File: src/rtl/axi_mm_wr_arb2.sv
// Two-requester AXI write arbiter: round-robin AW grant into a one-entry slice, with a
// W-order FIFO steering write data by grant order and B routed back by m_bid[3].
module axi_mm_wr_arb2 #(
    parameter int unsigned ORD_DEPTH = 4
) (
    input  logic                       clk_wr,
    input  logic                       rst_wr_n,
    // requester 0
    input  logic [2:0]                 s0_awid,
    input  logic [2:0]                 s0_awsize,
    input  logic [7:0]                 s0_awlen,
    input  logic [1:0]                 s0_awburst,
    input  logic [31:0]                s0_awaddr,
    input  logic                       s0_awvalid,
    output logic                       s0_awready,
    input  logic [2:0]                 s0_wid,
    input  logic [127:0]               s0_wdata,
    input  logic [15:0]                s0_wstrb,
    input  logic                       s0_wlast,
    input  logic                       s0_wvalid,
    output logic                       s0_wready,
    output logic [2:0]                 s0_bid,
    output logic [1:0]                 s0_bresp,
    output logic                       s0_bvalid,
    input  logic                       s0_bready,
    // requester 1
    input  logic [2:0]                 s1_awid,
    input  logic [2:0]                 s1_awsize,
    input  logic [7:0]                 s1_awlen,
    input  logic [1:0]                 s1_awburst,
    input  logic [31:0]                s1_awaddr,
    input  logic                       s1_awvalid,
    output logic                       s1_awready,
    input  logic [2:0]                 s1_wid,
    input  logic [127:0]               s1_wdata,
    input  logic [15:0]                s1_wstrb,
    input  logic                       s1_wlast,
    input  logic                       s1_wvalid,
    output logic                       s1_wready,
    output logic [2:0]                 s1_bid,
    output logic [1:0]                 s1_bresp,
    output logic                       s1_bvalid,
    input  logic                       s1_bready,
    // downstream master
    output logic [3:0]                 m_awid,
    output logic [2:0]                 m_awsize,
    output logic [7:0]                 m_awlen,
    output logic [1:0]                 m_awburst,
    output logic [31:0]                m_awaddr,
    output logic                       m_awvalid,
    input  logic                       m_awready,
    output logic [3:0]                 m_wid,
    output logic [127:0]               m_wdata,
    output logic [15:0]                m_wstrb,
    output logic                       m_wlast,
    output logic                       m_wvalid,
    input  logic                       m_wready,
    input  logic [3:0]                 m_bid,
    input  logic [1:0]                 m_bresp,
    input  logic                       m_bvalid,
    output logic                       m_bready,
    output logic [$clog2(ORD_DEPTH):0] ord_count
);

    localparam int unsigned PTR_W = $clog2(ORD_DEPTH);
    localparam logic [PTR_W:0] FULL_CNT = (PTR_W + 1)'(ORD_DEPTH);

    typedef enum logic {SlEmpty, SlFull} sl_state_e;

    sl_state_e        r_sl_state;
    sl_state_e        w_sl_state_nxt;
    logic [3:0]       r_aw_id;
    logic [2:0]       r_aw_size;
    logic [7:0]       r_aw_len;
    logic [1:0]       r_aw_burst;
    logic [31:0]      r_aw_addr;
    logic             r_last_grant;
    logic             r_ord_mem [ORD_DEPTH];
    logic [PTR_W-1:0] r_wr_ptr;
    logic [PTR_W-1:0] r_rd_ptr;
    logic [PTR_W:0]   r_count;

    logic w_can_load;
    logic w_fifo_full;
    logic w_fifo_empty;
    logic w_arb_en;
    logic w_pick1;
    logic w_grant;
    logic w_head;
    logic w_push;
    logic w_pop;

    // ---------------- AW arbitration ----------------
    always_comb begin
        w_can_load  = (r_sl_state == SlEmpty) || m_awready;
        w_fifo_full = (r_count == FULL_CNT);
        // Gated by reset so no awready pulse can escape while the block is held.
        w_arb_en    = rst_wr_n && w_can_load && !w_fifo_full;
        w_pick1     = (s0_awvalid && s1_awvalid) ? !r_last_grant : s1_awvalid;
        w_grant     = w_arb_en && (s0_awvalid || s1_awvalid);
        s0_awready  = w_grant && !w_pick1;
        s1_awready  = w_grant && w_pick1;
    end

    always_comb begin
        w_sl_state_nxt = r_sl_state;
        unique case (r_sl_state)
            SlEmpty: if (w_grant) w_sl_state_nxt = SlFull;
            SlFull:  if (m_awready && !w_grant) w_sl_state_nxt = SlEmpty;
        endcase
    end

    always_ff @(posedge clk_wr or negedge rst_wr_n) begin
        if (!rst_wr_n) begin
            r_sl_state   <= SlEmpty;
            r_last_grant <= 1'b1;
            r_aw_id      <= '0;
            r_aw_size    <= '0;
            r_aw_len     <= '0;
            r_aw_burst   <= '0;
            r_aw_addr    <= '0;
        end else begin
            r_sl_state <= w_sl_state_nxt;
            if (w_grant) begin
                r_last_grant <= w_pick1;
                r_aw_id      <= {w_pick1, (w_pick1 ? s1_awid : s0_awid)};
                r_aw_size    <= w_pick1 ? s1_awsize  : s0_awsize;
                r_aw_len     <= w_pick1 ? s1_awlen   : s0_awlen;
                r_aw_burst   <= w_pick1 ? s1_awburst : s0_awburst;
                r_aw_addr    <= w_pick1 ? s1_awaddr  : s0_awaddr;
            end
        end
    end

    assign m_awvalid = (r_sl_state == SlFull);
    assign m_awid    = r_aw_id;
    assign m_awsize  = r_aw_size;
    assign m_awlen   = r_aw_len;
    assign m_awburst = r_aw_burst;
    assign m_awaddr  = r_aw_addr;

    // ---------------- W-order FIFO ----------------
    assign w_push = w_grant;
    assign w_pop  = m_wvalid && m_wready && m_wlast;

    always_ff @(posedge clk_wr) begin
        if (w_push) r_ord_mem[r_wr_ptr] <= w_pick1;
    end

    always_ff @(posedge clk_wr or negedge rst_wr_n) begin
        if (!rst_wr_n) begin
            r_wr_ptr <= '0;
            r_rd_ptr <= '0;
            r_count  <= '0;
        end else begin
            if (w_push) r_wr_ptr <= r_wr_ptr + PTR_W'(1);
            if (w_pop)  r_rd_ptr <= r_rd_ptr + PTR_W'(1);
            case ({w_push, w_pop})
                2'b10:   r_count <= r_count + (PTR_W + 1)'(1);
                2'b01:   r_count <= r_count - (PTR_W + 1)'(1);
                default: r_count <= r_count;
            endcase
        end
    end

    assign ord_count = r_count;

    // ---------------- W steering ----------------
    always_comb begin
        w_fifo_empty = (r_count == '0);
        w_head       = r_ord_mem[r_rd_ptr];
        m_wvalid     = !w_fifo_empty && (w_head ? s1_wvalid : s0_wvalid);
        m_wid        = {w_head, (w_head ? s1_wid : s0_wid)};
        m_wdata      = w_head ? s1_wdata : s0_wdata;
        m_wstrb      = w_head ? s1_wstrb : s0_wstrb;
        m_wlast      = w_head ? s1_wlast : s0_wlast;
        s0_wready    = !w_fifo_empty && !w_head && m_wready;
        s1_wready    = !w_fifo_empty && w_head && m_wready;
    end

    // ---------------- B routing ----------------
    always_comb begin
        s0_bvalid = m_bvalid && !m_bid[3];
        s1_bvalid = m_bvalid && m_bid[3];
        s0_bid    = m_bid[2:0];
        s1_bid    = m_bid[2:0];
        s0_bresp  = m_bresp;
        s1_bresp  = m_bresp;
        m_bready  = m_bid[3] ? s1_bready : s0_bready;
    end

endmodule

File: config.mk
export PLATFORM = sky130hd
export DESIGN_NAME = axi_mm_wr_arb2
export DESIGN_NICKNAME = d
export VERILOG_FILES = /design/src/rtl/axi_mm_wr_arb2.sv
export SDC_FILE = /design/constraint.sdc
export NUM_CORES = 1
export LEC_CHECK = 0
export BUFFER_PORTS_ARGS = -buffer_cell sky130_fd_sc_hd__buf_2
export CAP_MARGIN = 20
export CORE_AREA = 2 2 245 247
export CTS_CLUSTER_DIAMETER = 200
export DETAILED_ROUTE_END_ITERATION = 10
export DIE_AREA = 0 0 247 249
export PLACE_DENSITY_LB_ADDON = 0.2
export SYNTH_ARGS = -nofsm -noshare
export SYNTH_HDL_FRONTEND = slang
export SYNTH_SLANG_ARGS = --single-unit
File: constraint.sdc
create_clock -name clk_wr -period 4.3 [get_ports clk_wr]
set_input_delay 0.215 -clock clk_wr [delete_from_list [all_inputs] [get_ports clk_wr]]
set_output_delay 0.215 -clock clk_wr [all_outputs]
set_load 0.005 [all_outputs]
# Word-level counts from Yosys, hierarchy flattened
# Memory sizes are Yosys's and may differ from the RTL's.
# Cells that the tools add are included.
[op_classes] add_sub_neg=4 mul=0 div=0 order_cmp=0 n_eq_ne=3 shifts=0 mux=17 n_bitwise=1 reduce_logical=27
[op_table] operator="$mux 128" count=1
[op_table] operator="$mux 32" count=1
[op_table] operator="$logic_and 1x1->1" count=16
[op_table] operator="$mux 16" count=1
[op_table] operator="$mux 3" count=3
[op_table] operator="$mux 8" count=1
[op_table] operator="$logic_not 1->1" count=7
[op_table] operator="$mux 1" count=7
[op_table] operator="$pmux 3 s2" count=1
[op_table] operator="$add 2x1->2 const B" count=2
[op_table] operator="$add 3x1->3 const B" count=1
[op_table] operator="$eq 3x3->1 const B" count=1
[op_table] operator="$logic_not 3->1" count=1
[op_table] operator="$sub 3x1->3 const B" count=1
[op_table] operator="$eq 2x1->1 const B" count=1
[op_table] operator="$eq 2x2->1 const B" count=1
[op_table] operator="$logic_or 1x1->1" count=2
[op_table] operator="$mux 2" count=1
[op_table] operator="$pmux 1 s2" count=1
[op_table] operator="$reduce_bool 2->1" count=1
[op_table] operator="$not 1->1" count=1
[word_totals] register_bits=58 latch_bits=0 ramBits=4 rom_bits=0 out_inout_bits=220 memories=1
[memory_table] memory="r_ord_mem" words=4 word_bits=1 read_ports=1 rd_clocked_by_memory_dff=0 write_ports=1 line_no="78" text="logic r_ord_mem [ORD_DEPTH];"

# Depth between registers and ports, before layout
[depth] word_depth=9 depth_mapped=13 ltp_nobuf=10

# Least setup slack after synthesis
# No wires, ideal clock.
[synth_timing] path_kind="register to register" startpoint="reg r_rd_ptr[0]" endpoint="reg r_count[2], in the netlist ord_count[2]" setup_ns=0.079 arrival_ns=2.476 required_time_ns=4.221 slack_ns=1.745 stages_incl_launch_ff=14 n_path_buf=3 period_less_slack_ns=2.555 cell_sequence="dfrtp_1 mux4_2 buf_6 buf_6 buf_6 nor2_1 a31oi_1 nor2_1 ha_1 inv_1 fa_1 xor2_1 nor2_1 xor2_1"
[synth_between] elab_chain_cells=7
[synth_rtl] element="start, declared" line_no="80" text="logic [PTR_W-1:0] r_rd_ptr;"
[synth_rtl] element="start signal, assigned" line_no="157" text="if (w_pop) r_rd_ptr <= r_rd_ptr + PTR_W'(1);"
[synth_rtl] element="$mem_v2 4x1 (*)"
[synth_rtl] element="via w_head" line_no="89" text="logic w_head;"
[synth_rtl] element="$mux 1" line_no="172" text="m_wvalid = !w_fifo_empty && (w_head ? s1_wvalid : s0_wvalid);"
[synth_rtl] element="$logic_and 1x1->1" line_no="172"
[synth_rtl] element="$logic_and 1x1->1" line_no="144" text="assign w_pop = m_wvalid && m_wready && m_wlast;"
[synth_rtl] element="$logic_and 1x1->1 (*)" line_no="144"
[synth_rtl] element="via w_pop" line_no="91" text="logic w_pop;"
[synth_rtl] element="$eq 2x1->1 or $eq 2x2->1 (tied branches)" line_no="158" text="case ({w_push, w_pop})"
[synth_rtl] element="$pmux 3 s2 or $reduce_bool 2->1 (tied branches)"
[synth_rtl] element="end signal, assigned" line_no="159" text="2'b10: r_count <= r_count + (PTR_W + 1)'(1);"
[synth_rtl] element="end signal, assigned" line_no="160" text="2'b01: r_count <= r_count - (PTR_W + 1)'(1);"
[synth_rtl] element="end signal, assigned" line_no="161" text="default: r_count <= r_count;"
[synth_rtl] element="end, declared" line_no="81" text="logic [PTR_W:0] r_count;"
# The timed path passes the listed nets; every way through them passes the cells marked *.
# A chain may end at the register's enable or synchronous reset.

# Final worst setup path
[layout_timing] startpoint="reg r_rd_ptr[0]" endpoint="out m_wdata[85]"
[layout_between] elab_chain_cells=2
[layout_rtl] element="$mem_v2 4x1"
[layout_rtl] element="$mux 128" line_no="174" text="m_wdata = w_head ? s1_wdata : s0_wdata;"
[layout_rtl] element="end, declared" line_no="53" text="output logic [127:0] m_wdata,"
# Every way passes these cells.

==> results.md <==
* CTS buffer count at 9
* Crit end category: output port
* GR Util met3 at 3.94%
* Sink Count at 62
* Seq/Total Area, Yosys at a little over 30%
* Post-Synthesis Cells at between 400 and 500
* Die Area at between 0.06 and 0.07 mm2
* Worst-path clk slew at about 0.06 ns
* WS Path Type: reg -> out
* Synth Net Count at 874
* M1 GR Usage at approximately an eighth
* Largest net degree at the start of global routing at roughly 120
* Top post-synthesis cells by area: dfrtp_1 28%, mux2_2 21%, mux2_4 16%
* CTS max path bufs at 2
* Die width at 247 um
* Routed WL per cell at 21.7 um
* Power Density at roughly 500 mW/mm2
* Fin Clk Skew at approximately 0.010 ns
* Setup violations, final at 0
* Final Critical Period at 3.15 ns
* Final hold violation count at 0
* Worst path required time at between 4 and 5 ns
* Biggest area consumer among synthesized cells: dfrtp_1
* Unrepaired setup endpoints after global routing: false
* Met2 usage at a little under a quarter
* H-tree lvl count at 3
* # Max-Cap Violations at 0
* Drt first pass iters at 4
* Initial Util at under 10%
* Crit path max fanout at roughly 120
* DRT antenna net count at 0
* Die Ht at 249 um
* IR drop worst, VDD at ~0.22 mV
* Commonest non-fill, non-tap cells in the layout: 613 x buf_2, 96 x mux2_2, 57 x nor2_1, 57 x dfrtp_1, 54 x mux2_4
* Setup TNS at 0 ns
* Vias in the first global route at about 6000
* Vias at 6120
* Max_slew headroom at around 37%
* Row cnt at approximately 90
* GRT Total Usage at between 10 and 15%
* Post-route DRC at 0
* CORE AREA at 0.0587 mm2
* Worst setup margin at 1.15 ns
* Commonest non-fill, non-tap cell in the layout: buf_2
* Count of pins over their slew limit at 0
* Status: complete, no violations
* FF+latch count, synth at 62
* HPWL Detailed at 36500 um
* Synth top area share at around 28%
* Routability cong. at ~0.87
* Ports at about 630
* Most crowded layer after global routing: met2
* Fill cells at roughly 6800
* Mapped Area at between 0.005 and 0.006 mm2
* Initial antenna violation count at around 70
* First-pass GRT wire length at around 50000 um
* Initial DRC Count at between 150 and 200
* Worst-margin pin slew at 0.949 ns
* Final WL at 40300 um
* CTS root buffer: clkbuf_16
* Worst Path Arrival at 2.94 ns
* Period utilization at between 70% and 80%
* Mean Syn Cell Area at approximately 11 um2
* Tot Pwr at about 4700 uW
* P_leak at approximately 0.0047 uW
* Total gr overflow at 0
* Worst-Skew Late Latency at roughly 0.35 ns
* Fin nets at between 1000 and 1500
* Post-cts resize count at 0
* Critical path launch point type: register
* Synth Warn # at 0
* CTS tree: yes
* Hold crit path type: in -> reg
* Pre-CTS setup slack at approximately 1.4 ns
* Max Clk Rate at around 0.32 GHz
* Layout cells sized above 1 at between 70% and 80%
* Netlist cell types at 31
* Via-to-Cell Ratio at around 3.3
* PortBufs at between 600 and 700
* Area Overhead vs Synth at 83.8%
## routing by layer
metal  part of all wire [%]  routed length (um)
met4                    4.7                1900
met2                     52               21100
met3                    9.2                3720
met5                   0.26                 106
met1                     33               13400
## Yosys cell counts, drive strengths merged
library cell  instances
mux4                  1
or2                   1
a211oi                1
clkbuf                9
nor2b                 2
nor3b                 1
a21o                  2
mux2i                52
o31ai                 1
and2                  6
nor3                  1
ha                    5
mux2                150
xnor2                 2
edfxtp                4
o21ai                 3
nand2b                1
buf                  36
xor2                  3
inv                   7
a21boi                1
nand2                 3
dfrtp                57
nor2                 57
a21oi                49
a31oi                 2
fa                    1
dfstp                 1
## layout make-up
type,count,area [um2],area share (%)
multi-input cells,345,3200,34.3
clock buffers,12,256,2.75
inverters,7,26.3,0.282
well taps,773,967,10.4
diodes,32,80.1,0.860
repair buffers,619,3140,33.7
clock inverters,4,70.1,0.752
flip-flops and latches,62,1570,16.9
## logic make-up (layout without fill, tap and decap cells)
kind of cell | count (synthesis) | in the layout | synth area share [%]
compound gates | 59 | 59 | 6.22
buf+inv | 52 | 642 | 6.27
simple gates | 72 | 72 | 5.93
other cells | 0 | 32 | 0
mux | 203 | 203 | 48.0
xor+xnor | 5 | 5 | 0.864
flops | 62 | 62 | 31.0
fa+ha+maj | 6 | 6 | 1.63
## state kept, by name, indices dropped and copies added (netlist names)
| signal | flops |
|---|---|
| m_awaddr | 32 |
| m_awlen | 8 |
| m_awid | 4 |
| r_ord_mem | 4 |
| m_awsize | 3 |
| ord_count | 3 |
| m_awburst | 2 |
| r_rd_ptr | 2 |
| r_wr_ptr | 2 |
| m_awvalid | 1 |
| r_last_grant | 1 |
## worst paths after layout
path / start / to / slack [ns] / depth (start not counted)
max in group asynchronous: rst_wr_n / r_last_grant$_DFFE_PN1P_ / 2.95 / 4
worst min-delay path: s0_awaddr[29] / m_awaddr[29]$_DFFE_PN0P_ / 0.18 / 3
min in group asynchronous: rst_wr_n / m_awid[0]$_DFFE_PN0P_ / 0.48 / 3
worst min register to register: m_awid[3]$_DFFE_PN0P_ / m_awid[3]$_DFFE_PN0P_ / 0.49 / 1
worst max register to register: r_rd_ptr[0]$_DFFE_PN0P_ / ord_count[2]$_DFFE_PN0P_ / 1.45 / 10
worst max-delay path: r_rd_ptr[0]$_DFFE_PN0P_ / m_wdata[85] / 1.15 / 4
## metrics by stage
step,utilization [%],area (um2),cells,hold slack [ns]
2_1_floorplan,-,5070,459,-0.0806
3_3_place_gp,15.2,8890,1805,0.342
3_5_place_dp,15.2,8890,1805,0.349
4_1_cts,15.7,9230,1822,0.142
5_1_grt,15.8,9290,1844,0.164
6_report,15.9,9310,1854,0.175
## report_power, final
| group | leakage, uW | switching, uW | internal [uW] |
|---|---|---|---|
| logic | 0.00387 | 1330 | 1540 |
| registers | 0.000679 | 155 | 844 |
| clock network | 0.000163 | 285 | 537 |
| total | 0.00472 | 1780 | 2930 |
## timing repair
item | CTS | global route
hold endpoints to repair | 21 | 0
hold buffers | 1 | 0
buffers inserted | 0 | 0
## worst max-delay path, cell delays in order, from the launching register on
cell     delay, ns
dfrtp_1       0.39
mux4_4        0.97
buf_12        0.34
mux2_4        0.48
buf_2         0.15
Note: power is estimated with default switching activity, not from simulation.
